--- config.mk ---
export PLATFORM = sky130hd
export DESIGN_NAME = mem_debug_dumper_flat
export DESIGN_NICKNAME = d
export VERILOG_FILES = /design/src/rtl/mem_debug_dumper_pkg.sv /design/src/rtl/mem_debug_dumper_if.sv /design/src/rtl/mem_debug_dumper_word_serializer.sv /design/src/rtl/mem_debug_dumper.sv /design/src/flat_wrapper.sv
export SDC_FILE = /design/constraint.sdc
export NUM_CORES = 1
export LEC_CHECK = 0
export ABC_AREA = 1
export CORE_UTILIZATION = 26
export CTS_BUF_LIST = sky130_fd_sc_hd__clkbuf_8
export DETAILED_ROUTE_END_ITERATION = 16
export SYNTH_ARGS = -nofsm -noshare
export SYNTH_HDL_FRONTEND = slang
export SYNTH_SLANG_ARGS = --single-unit
export TNS_END_PERCENT = 50
--- constraint.sdc ---
create_clock -name i_clock -period 1.2 [get_ports i_clock]
set_input_delay 0.24 -clock i_clock [delete_from_list [all_inputs] [get_ports i_clock]]
set_output_delay 0.24 -clock i_clock [all_outputs]
set_load 0.005 [all_outputs]
--- src/rtl/mem_debug_dumper_pkg.sv ---
// Shared types and constants for the memory debug dumper.
package mem_debug_dumper_pkg;

  localparam int unsigned NB_BYTE         = 8;
  localparam int unsigned NB_DATA_DEFAULT = 32;
  localparam int unsigned BYTES_PER_WORD  = NB_DATA_DEFAULT / NB_BYTE;

  typedef enum logic [1:0] {
    StIdle,
    StWaitRd,
    StSend,
    StDone
  } state_e;

  // Bytes per debug word for a given word/byte width pair.
  function automatic int unsigned bytes_per_word(input int unsigned nb_data,
                                                 input int unsigned nb_byte);
    return nb_data / nb_byte;
  endfunction

endpackage

--- src/rtl/mem_debug_dumper_if.sv ---
// Debug-read and byte-stream signals of the memory dumper.
interface mem_debug_dumper_if #(
  parameter int unsigned NB_DATA   = 32,
  parameter int unsigned NB_BYTE   = 8,
  parameter int unsigned NUM_DIREC = 7
);
  logic                 i_start;
  logic [NUM_DIREC-1:0] o_direcc_debug;
  logic [NB_DATA-1:0]   i_data_debug;
  logic [NB_BYTE-1:0]   o_tx_data;
  logic                 o_tx_valid;
  logic                 i_tx_ready;
  logic                 o_busy;
  logic                 o_done;

  // Dumper side: drives the memory address and the byte stream.
  modport master (
    input  i_start, i_data_debug, i_tx_ready,
    output o_direcc_debug, o_tx_data, o_tx_valid, o_busy, o_done
  );

  // Environment side: memory, transmitter and requester.
  modport slave (
    output i_start, i_data_debug, i_tx_ready,
    input  o_direcc_debug, o_tx_data, o_tx_valid, o_busy, o_done
  );
endinterface

--- src/rtl/mem_debug_dumper_word_serializer.sv ---
// Holds one debug word and presents it a byte at a time, LSB first.
module word_serializer #(
  parameter int unsigned NB_DATA = 32,
  parameter int unsigned NB_BYTE = 8
) (
  input  logic               clk_i,
  input  logic               rst_ni,
  input  logic               load_i,
  input  logic [NB_DATA-1:0] word_i,
  input  logic               advance_i,
  output logic [NB_BYTE-1:0] byte_o,
  output logic               last_o
);
  import mem_debug_dumper_pkg::*;

  localparam int unsigned WordBytes = bytes_per_word(NB_DATA, NB_BYTE);
  localparam int unsigned CntW      = (WordBytes > 1) ? $clog2(WordBytes) : 1;

  logic [NB_DATA-1:0] word_q, word_d;
  logic [CntW-1:0]    cnt_q, cnt_d;

  // Load restarts at byte 0; advance steps through the word and wraps after the last byte.
  always_comb begin
    word_d = word_q;
    cnt_d  = cnt_q;
    if (load_i) begin
      word_d = word_i;
      cnt_d  = '0;
    end else if (advance_i) begin
      cnt_d = last_o ? '0 : cnt_q + 1'b1;
    end
  end

  // Word and byte counter registers.
  always_ff @(posedge clk_i or negedge rst_ni) begin
    if (!rst_ni) begin
      word_q <= '0;
      cnt_q  <= '0;
    end else begin
      word_q <= word_d;
      cnt_q  <= cnt_d;
    end
  end

  assign byte_o = word_q[cnt_q*NB_BYTE +: NB_BYTE];
  assign last_o = (cnt_q == CntW'(WordBytes - 1));

endmodule

--- src/rtl/mem_debug_dumper.sv ---
// Walks the data memory through its debug read port and streams every byte out.
module mem_debug_dumper #(
  parameter int unsigned NB_DATA   = 32,
  parameter int unsigned NB_BYTE   = mem_debug_dumper_pkg::NB_BYTE,
  parameter int unsigned NUM_SLOTS = 128,
  parameter int unsigned NUM_DIREC = $clog2(NUM_SLOTS)
) (
  input  logic               i_clock,
  input  logic               i_reset,
  mem_debug_dumper_if.master bus_if
);
  import mem_debug_dumper_pkg::*;

  localparam int unsigned          WordBytes = bytes_per_word(NB_DATA, NB_BYTE);
  localparam logic [NUM_DIREC-1:0] AddrStep  = NUM_DIREC'(WordBytes);
  localparam logic [NUM_DIREC-1:0] LastAddr  = NUM_DIREC'(NUM_SLOTS - WordBytes);

  state_e               state_q, state_d;
  logic [NUM_DIREC-1:0] addr_q, addr_d;
  logic                 tx_valid_q, tx_valid_d;
  logic                 busy_q, busy_d;
  logic                 done_q, done_d;
  logic                 ser_load, ser_advance, ser_last;
  logic [NB_BYTE-1:0]   ser_byte;

  word_serializer #(
    .NB_DATA (NB_DATA),
    .NB_BYTE (NB_BYTE)
  ) u_serializer (
    .clk_i     (i_clock),
    .rst_ni    (i_reset),
    .load_i    (ser_load),
    .word_i    (bus_if.i_data_debug),
    .advance_i (ser_advance),
    .byte_o    (ser_byte),
    .last_o    (ser_last)
  );

  // Next state; outputs are computed one cycle ahead so they come straight from flops.
  always_comb begin
    state_d     = state_q;
    addr_d      = addr_q;
    tx_valid_d  = tx_valid_q;
    busy_d      = busy_q;
    done_d      = 1'b0;
    ser_load    = 1'b0;
    ser_advance = 1'b0;
    unique case (state_q)
      StIdle: begin
        if (bus_if.i_start) begin
          addr_d  = '0;
          busy_d  = 1'b1;
          state_d = StWaitRd;
        end
      end
      // Address has been stable for a full cycle, so the falling-edge read has settled.
      StWaitRd: begin
        ser_load   = 1'b1;
        tx_valid_d = 1'b1;
        state_d    = StSend;
      end
      StSend: begin
        if (tx_valid_q && bus_if.i_tx_ready) begin
          ser_advance = 1'b1;
          if (ser_last) begin
            tx_valid_d = 1'b0;
            if (addr_q == LastAddr) begin
              busy_d  = 1'b0;
              done_d  = 1'b1;
              state_d = StDone;
            end else begin
              addr_d  = addr_q + AddrStep;
              state_d = StWaitRd;
            end
          end
        end
      end
      StDone: begin
        state_d = StIdle;
      end
      default: begin
        state_d = StIdle;
      end
    endcase
  end

  // FSM, address counter and registered outputs.
  always_ff @(posedge i_clock or negedge i_reset) begin
    if (!i_reset) begin
      state_q    <= StIdle;
      addr_q     <= '0;
      tx_valid_q <= 1'b0;
      busy_q     <= 1'b0;
      done_q     <= 1'b0;
    end else begin
      state_q    <= state_d;
      addr_q     <= addr_d;
      tx_valid_q <= tx_valid_d;
      busy_q     <= busy_d;
      done_q     <= done_d;
    end
  end

  assign bus_if.o_direcc_debug = addr_q;
  assign bus_if.o_tx_data      = ser_byte;
  assign bus_if.o_tx_valid     = tx_valid_q;
  assign bus_if.o_busy         = busy_q;
  assign bus_if.o_done         = done_q;

endmodule
--- src/flat_wrapper.sv ---
// flat-port wrapper written by rule: the top's interface ports become plain ports
module mem_debug_dumper_flat import mem_debug_dumper_pkg::*;
#(
  parameter int unsigned NB_DATA   = 32,
  parameter int unsigned NB_BYTE   = mem_debug_dumper_pkg::NB_BYTE,
  parameter int unsigned NUM_SLOTS = 128,
  parameter int unsigned NUM_DIREC = $clog2(NUM_SLOTS)
)
  (i_clock, i_reset, bus_if_i_start, bus_if_i_data_debug, bus_if_i_tx_ready, bus_if_o_direcc_debug, bus_if_o_tx_data, bus_if_o_tx_valid, bus_if_o_busy, bus_if_o_done);
  mem_debug_dumper_if #(.NB_DATA(NB_DATA), .NB_BYTE(NB_BYTE), .NUM_DIREC(NUM_DIREC)) bus_if_i ();
  input  logic i_clock;
  input  logic i_reset;
  input wire logic [$bits(bus_if_i.i_start)-1:0] bus_if_i_start;
  input wire logic [$bits(bus_if_i.i_data_debug)-1:0] bus_if_i_data_debug;
  input wire logic [$bits(bus_if_i.i_tx_ready)-1:0] bus_if_i_tx_ready;
  output wire logic [$bits(bus_if_i.o_direcc_debug)-1:0] bus_if_o_direcc_debug;
  output wire logic [$bits(bus_if_i.o_tx_data)-1:0] bus_if_o_tx_data;
  output wire logic [$bits(bus_if_i.o_tx_valid)-1:0] bus_if_o_tx_valid;
  output wire logic [$bits(bus_if_i.o_busy)-1:0] bus_if_o_busy;
  output wire logic [$bits(bus_if_i.o_done)-1:0] bus_if_o_done;
  assign bus_if_i.i_start = bus_if_i_start;
  assign bus_if_i.i_data_debug = bus_if_i_data_debug;
  assign bus_if_i.i_tx_ready = bus_if_i_tx_ready;
  assign bus_if_o_direcc_debug = bus_if_i.o_direcc_debug;
  assign bus_if_o_tx_data = bus_if_i.o_tx_data;
  assign bus_if_o_tx_valid = bus_if_i.o_tx_valid;
  assign bus_if_o_busy = bus_if_i.o_busy;
  assign bus_if_o_done = bus_if_i.o_done;
  mem_debug_dumper #(.NB_DATA(NB_DATA), .NB_BYTE(NB_BYTE), .NUM_SLOTS(NUM_SLOTS), .NUM_DIREC(NUM_DIREC)) u_core (.i_clock(i_clock), .i_reset(i_reset), .bus_if(bus_if_i));
endmodule
==> summary.md <==
| Metric | Value |
|---|---|
| Clock slew at reported path FFs | 90 ps |
| CP required | 960 ps |
| Clock Latency Late Sink | 300 ps |
| Synth top area share | 54.2% |
| Multi-input logic area | 1170 µm² |
| Peak supply drop | 0.864 mV |
| N_diodes | 0 |
| CTS tree | yes |
| DR iter-0 viols | 113 |
| Worst r2r dst | u_core.u_serializer.cnt_q[0] |
| WL final | 5900 µm |
| Arr. time, crit path | 1400 ps |
| I/O Pins | 54 |
| Largest net degree at the start of global routing | 45 |
| Post-DP Area | 2770 µm² |
| GRT overflow | 0 |
| MaxCap Viol Count | 0 |
| Port bufs | 51 |
| Post-synth ARST share | 100% |
| Lkg Pwr | 1.56 nW |
| Outcome | complete, but fails checks |
| Fmax | 609 MHz |
| Die Wd | 90.4 µm |
| RSZ-0062 raised after global routing | yes |
| Power density cells | 2550 nW/µm² |
| Yosys cell types | 22 |
| Leading area contributor after synthesis | dfrtp_1 |
| Htree depth | 2 |
| Number of CTS-inserted buffers | 5 |
| Drt via density | 4.57 |
| Hold violation count in the final report | 0 |
| Initial antenna violation count | 0 |
| Clock period minus final worst setup slack | 1640 ps |
| Placer congestion estimate | 0.831 |
| DR DRC count | 0 |
| FF/Latch Area | 1100 µm² |
| Post-DRT Antenna Nets | 0 |
| Clock sinks | 44 |
| Die Y | 90.4 µm |
| Detailed-route via count | 1752 |
| Bufs on Longest Clock Path | 2 |
| Die area | 8180 µm² |
| Global-route wire length before repair | 8260 µm |
| Sequential fraction of the synthesis area | 54.2% |
| Startpoint types | register |
| Clock Skew | 11.7 ps |
| Failing checks | negative setup slack |
| FF+latch count, synth | 44 |
| Non-Filler Cell Area, Final | 3470 µm² |
| Area Overhead vs Synth | 70.7% |
| Final setup viols | 52 |
| Top cells by area, synth | dfrtp_1, mux2_1, o21ai_0, nor2_1, nand2_1 |
| # fillers | 647 |
| Ys flop type | dfrtp_1 |
| Post-Synthesis Cell Area | 2030 µm² |
| Pre-CTS WS | -472 ps |
| Rows | 31 |
| Vias in the first global route | 1702 |
| Total GRT Usage | 13.0% |
| Tot Pwr | 8.84 mW |
| Fraction of layout cells with a size suffix above 1 | 45.8% |
| Commonest cells post-synth | dfrtp_1, mux2_1, nor2_1 |
| Root Buffer | clkbuf_8 |
| Core box area | 7410 µm² |
| FF-to-FF Start | u_core.u_serializer.cnt_q[0] |
| Slew Limit Fails | 0 |
| R2R Setup Slk | -320 ps |
| Hold Path Class | in -> async |
| Post-route worst setup slack | -441 ps |
| Top-count cell post-synth | dfrtp_1 |
| CP Class | reg -> out |
| Detailed Routing Iterations Pass 1 | 4 |
| CP Capture Type | output port |
| Initial Util | 27.4% |
| Ys Warns | 0 |
| Wirelength per Cell | 15.4 µm |
| Crit-path max FO | 6 |
| Post-synth EDFFs | 0 |
| Reg2Reg Depth | 6 |
| Synthesized area per cell | 10.5 µm² |
| Net count, final | 322 |
| Post-DP HPWL | 3400 µm |
| Final worst-path cycle share | 137% |
| Post-Syn Instances | 194 |
## cell usage in the layout, fill, tap and decap left out, types with 3 or more instances in the layout
master / instances
buf_2: 9
clkbuf_16: 3
nand3_4: 3
nor2_4: 4
o21ai_0: 3
clkdlybuf4s50_1: 34
clkdlybuf4s15_1: 6
nor2_2: 4
inv_1: 9
clkbuf_8: 5
buf_4: 22
buf_6: 8
mux2_2: 5
nand2_1: 21
dfrtp_1: 42
o21ai_4: 3
nor2_1: 18
o22ai_2: 6
mux2_1: 5
mux2_4: 22
nand3_2: 3
o21ai_1: 5
buf_12: 3
o21ai_2: 9
## what timing repair did
action | 4_1_cts | 5_1_grt
resized for setup | 84 | 79
endpoints found under the hold margin | 44 | 0
setup endpoints to repair | 55 | 59
setup buffers | 8 | 5
gates cloned | 2 | 4
hold buffers | 1 | 0
pin swaps | 14 | 16
## sequential cells by signal, summed over array words and instances (netlist names)
signal                        count
u_core.bus_if.o_direcc_debug      5
u_core.state_q                    2
u_core.bus_if.o_busy              1
u_core.bus_if.o_tx_valid          1
u_core.bus_if.o_done              1
u_core.u_serializer.cnt_q         2
u_core.u_serializer.word_q       32
## logic make-up (layout without fill, tap and decap cells)
kind of cell | count (synthesis) | count (layout) | synth area share (%)
AO/OA/AOI/OAI | 33 | 33 | 8.74
adder cells (fa/ha/maj) | 2 | 2 | 1.23
buffers and inverters | 21 | 110 | 5.48
flip-flops | 44 | 44 | 54.2
multiplexers | 32 | 32 | 17.7
other | 1 | 2 | 0.184
AND/OR/NAND/NOR | 61 | 61 | 12.5
## worst max-delay path by stage
stage | start | endpoint | slack, ps | cells past startpoint
4_1_cts | u_core.u_serializer.cnt_q[0] | bus_if_o_tx_data[1] | -410 | 4
3_5_place_dp | u_core.u_serializer.cnt_q[0] | bus_if_o_tx_data[2] | -470 | 4
3_3_place_gp | u_core.u_serializer.cnt_q[0] | bus_if_o_tx_data[2] | -440 | 4
6_report | u_core.u_serializer.cnt_q[0] | bus_if_o_tx_data[3] | -440 | 5
5_1_grt | u_core.u_serializer.cnt_q[0] | bus_if_o_tx_data[5] | -490 | 5
2_1_floorplan | u_core.u_serializer.cnt_q[0] | bus_if_o_tx_data[0] | 9 | 5
## layout make-up
cell class / count / share of cell area [%]
repair buffers: 89 / 25.5
repair inverters: 1 / 0.180
well taps: 99 / 3.57
clock inverters: 2 / 1.73
clock buffers: 5 / 1.98
inverters: 13 / 1.62
flip-flops and latches: 44 / 31.8
multi-input cells: 130 / 33.6
## critical path, stage by stage (launching register included)
cell and delay, ps:
dfrtp_2 480, clkinv_4 100, buf_12 160, nor2_1 120, o22ai_2 100, buf_2 130
## through the flow
stage / TNS (ps) / cells / util (%) / hold slack [ps]
4_1_cts: -6500 / 374 / 41.2 / 441
3_5_place_dp: -5890 / 356 / 37.4 / 236
5_1_grt: -9290 / 383 / 46.9 / 485
6_report: -7200 / 383 / 46.9 / 443
2_1_floorplan: 0 / 195 / - / -55.6
3_3_place_gp: -5440 / 356 / 37.4 / 235
## per-layer routing
metal  vias up  share of wire [%]  GRT usage [%]  routed length [µm]
met4         0                2.2           6.05                 130
met1       864                 43           15.7                2540
met3        10                2.8           2.69                 163
li1        836                  -              -                   -
met5         -                  0              0                   0
met2        42                 52           22.0                3070
## where the power goes
group	total, mW	switching (mW)	internal (mW)
Clock	1.34	0.516	0.820
Sequential	2.69	0.536	2.15
Combinational	4.81	2.07	2.74
Note: power is estimated with default switching activity, not from simulation.
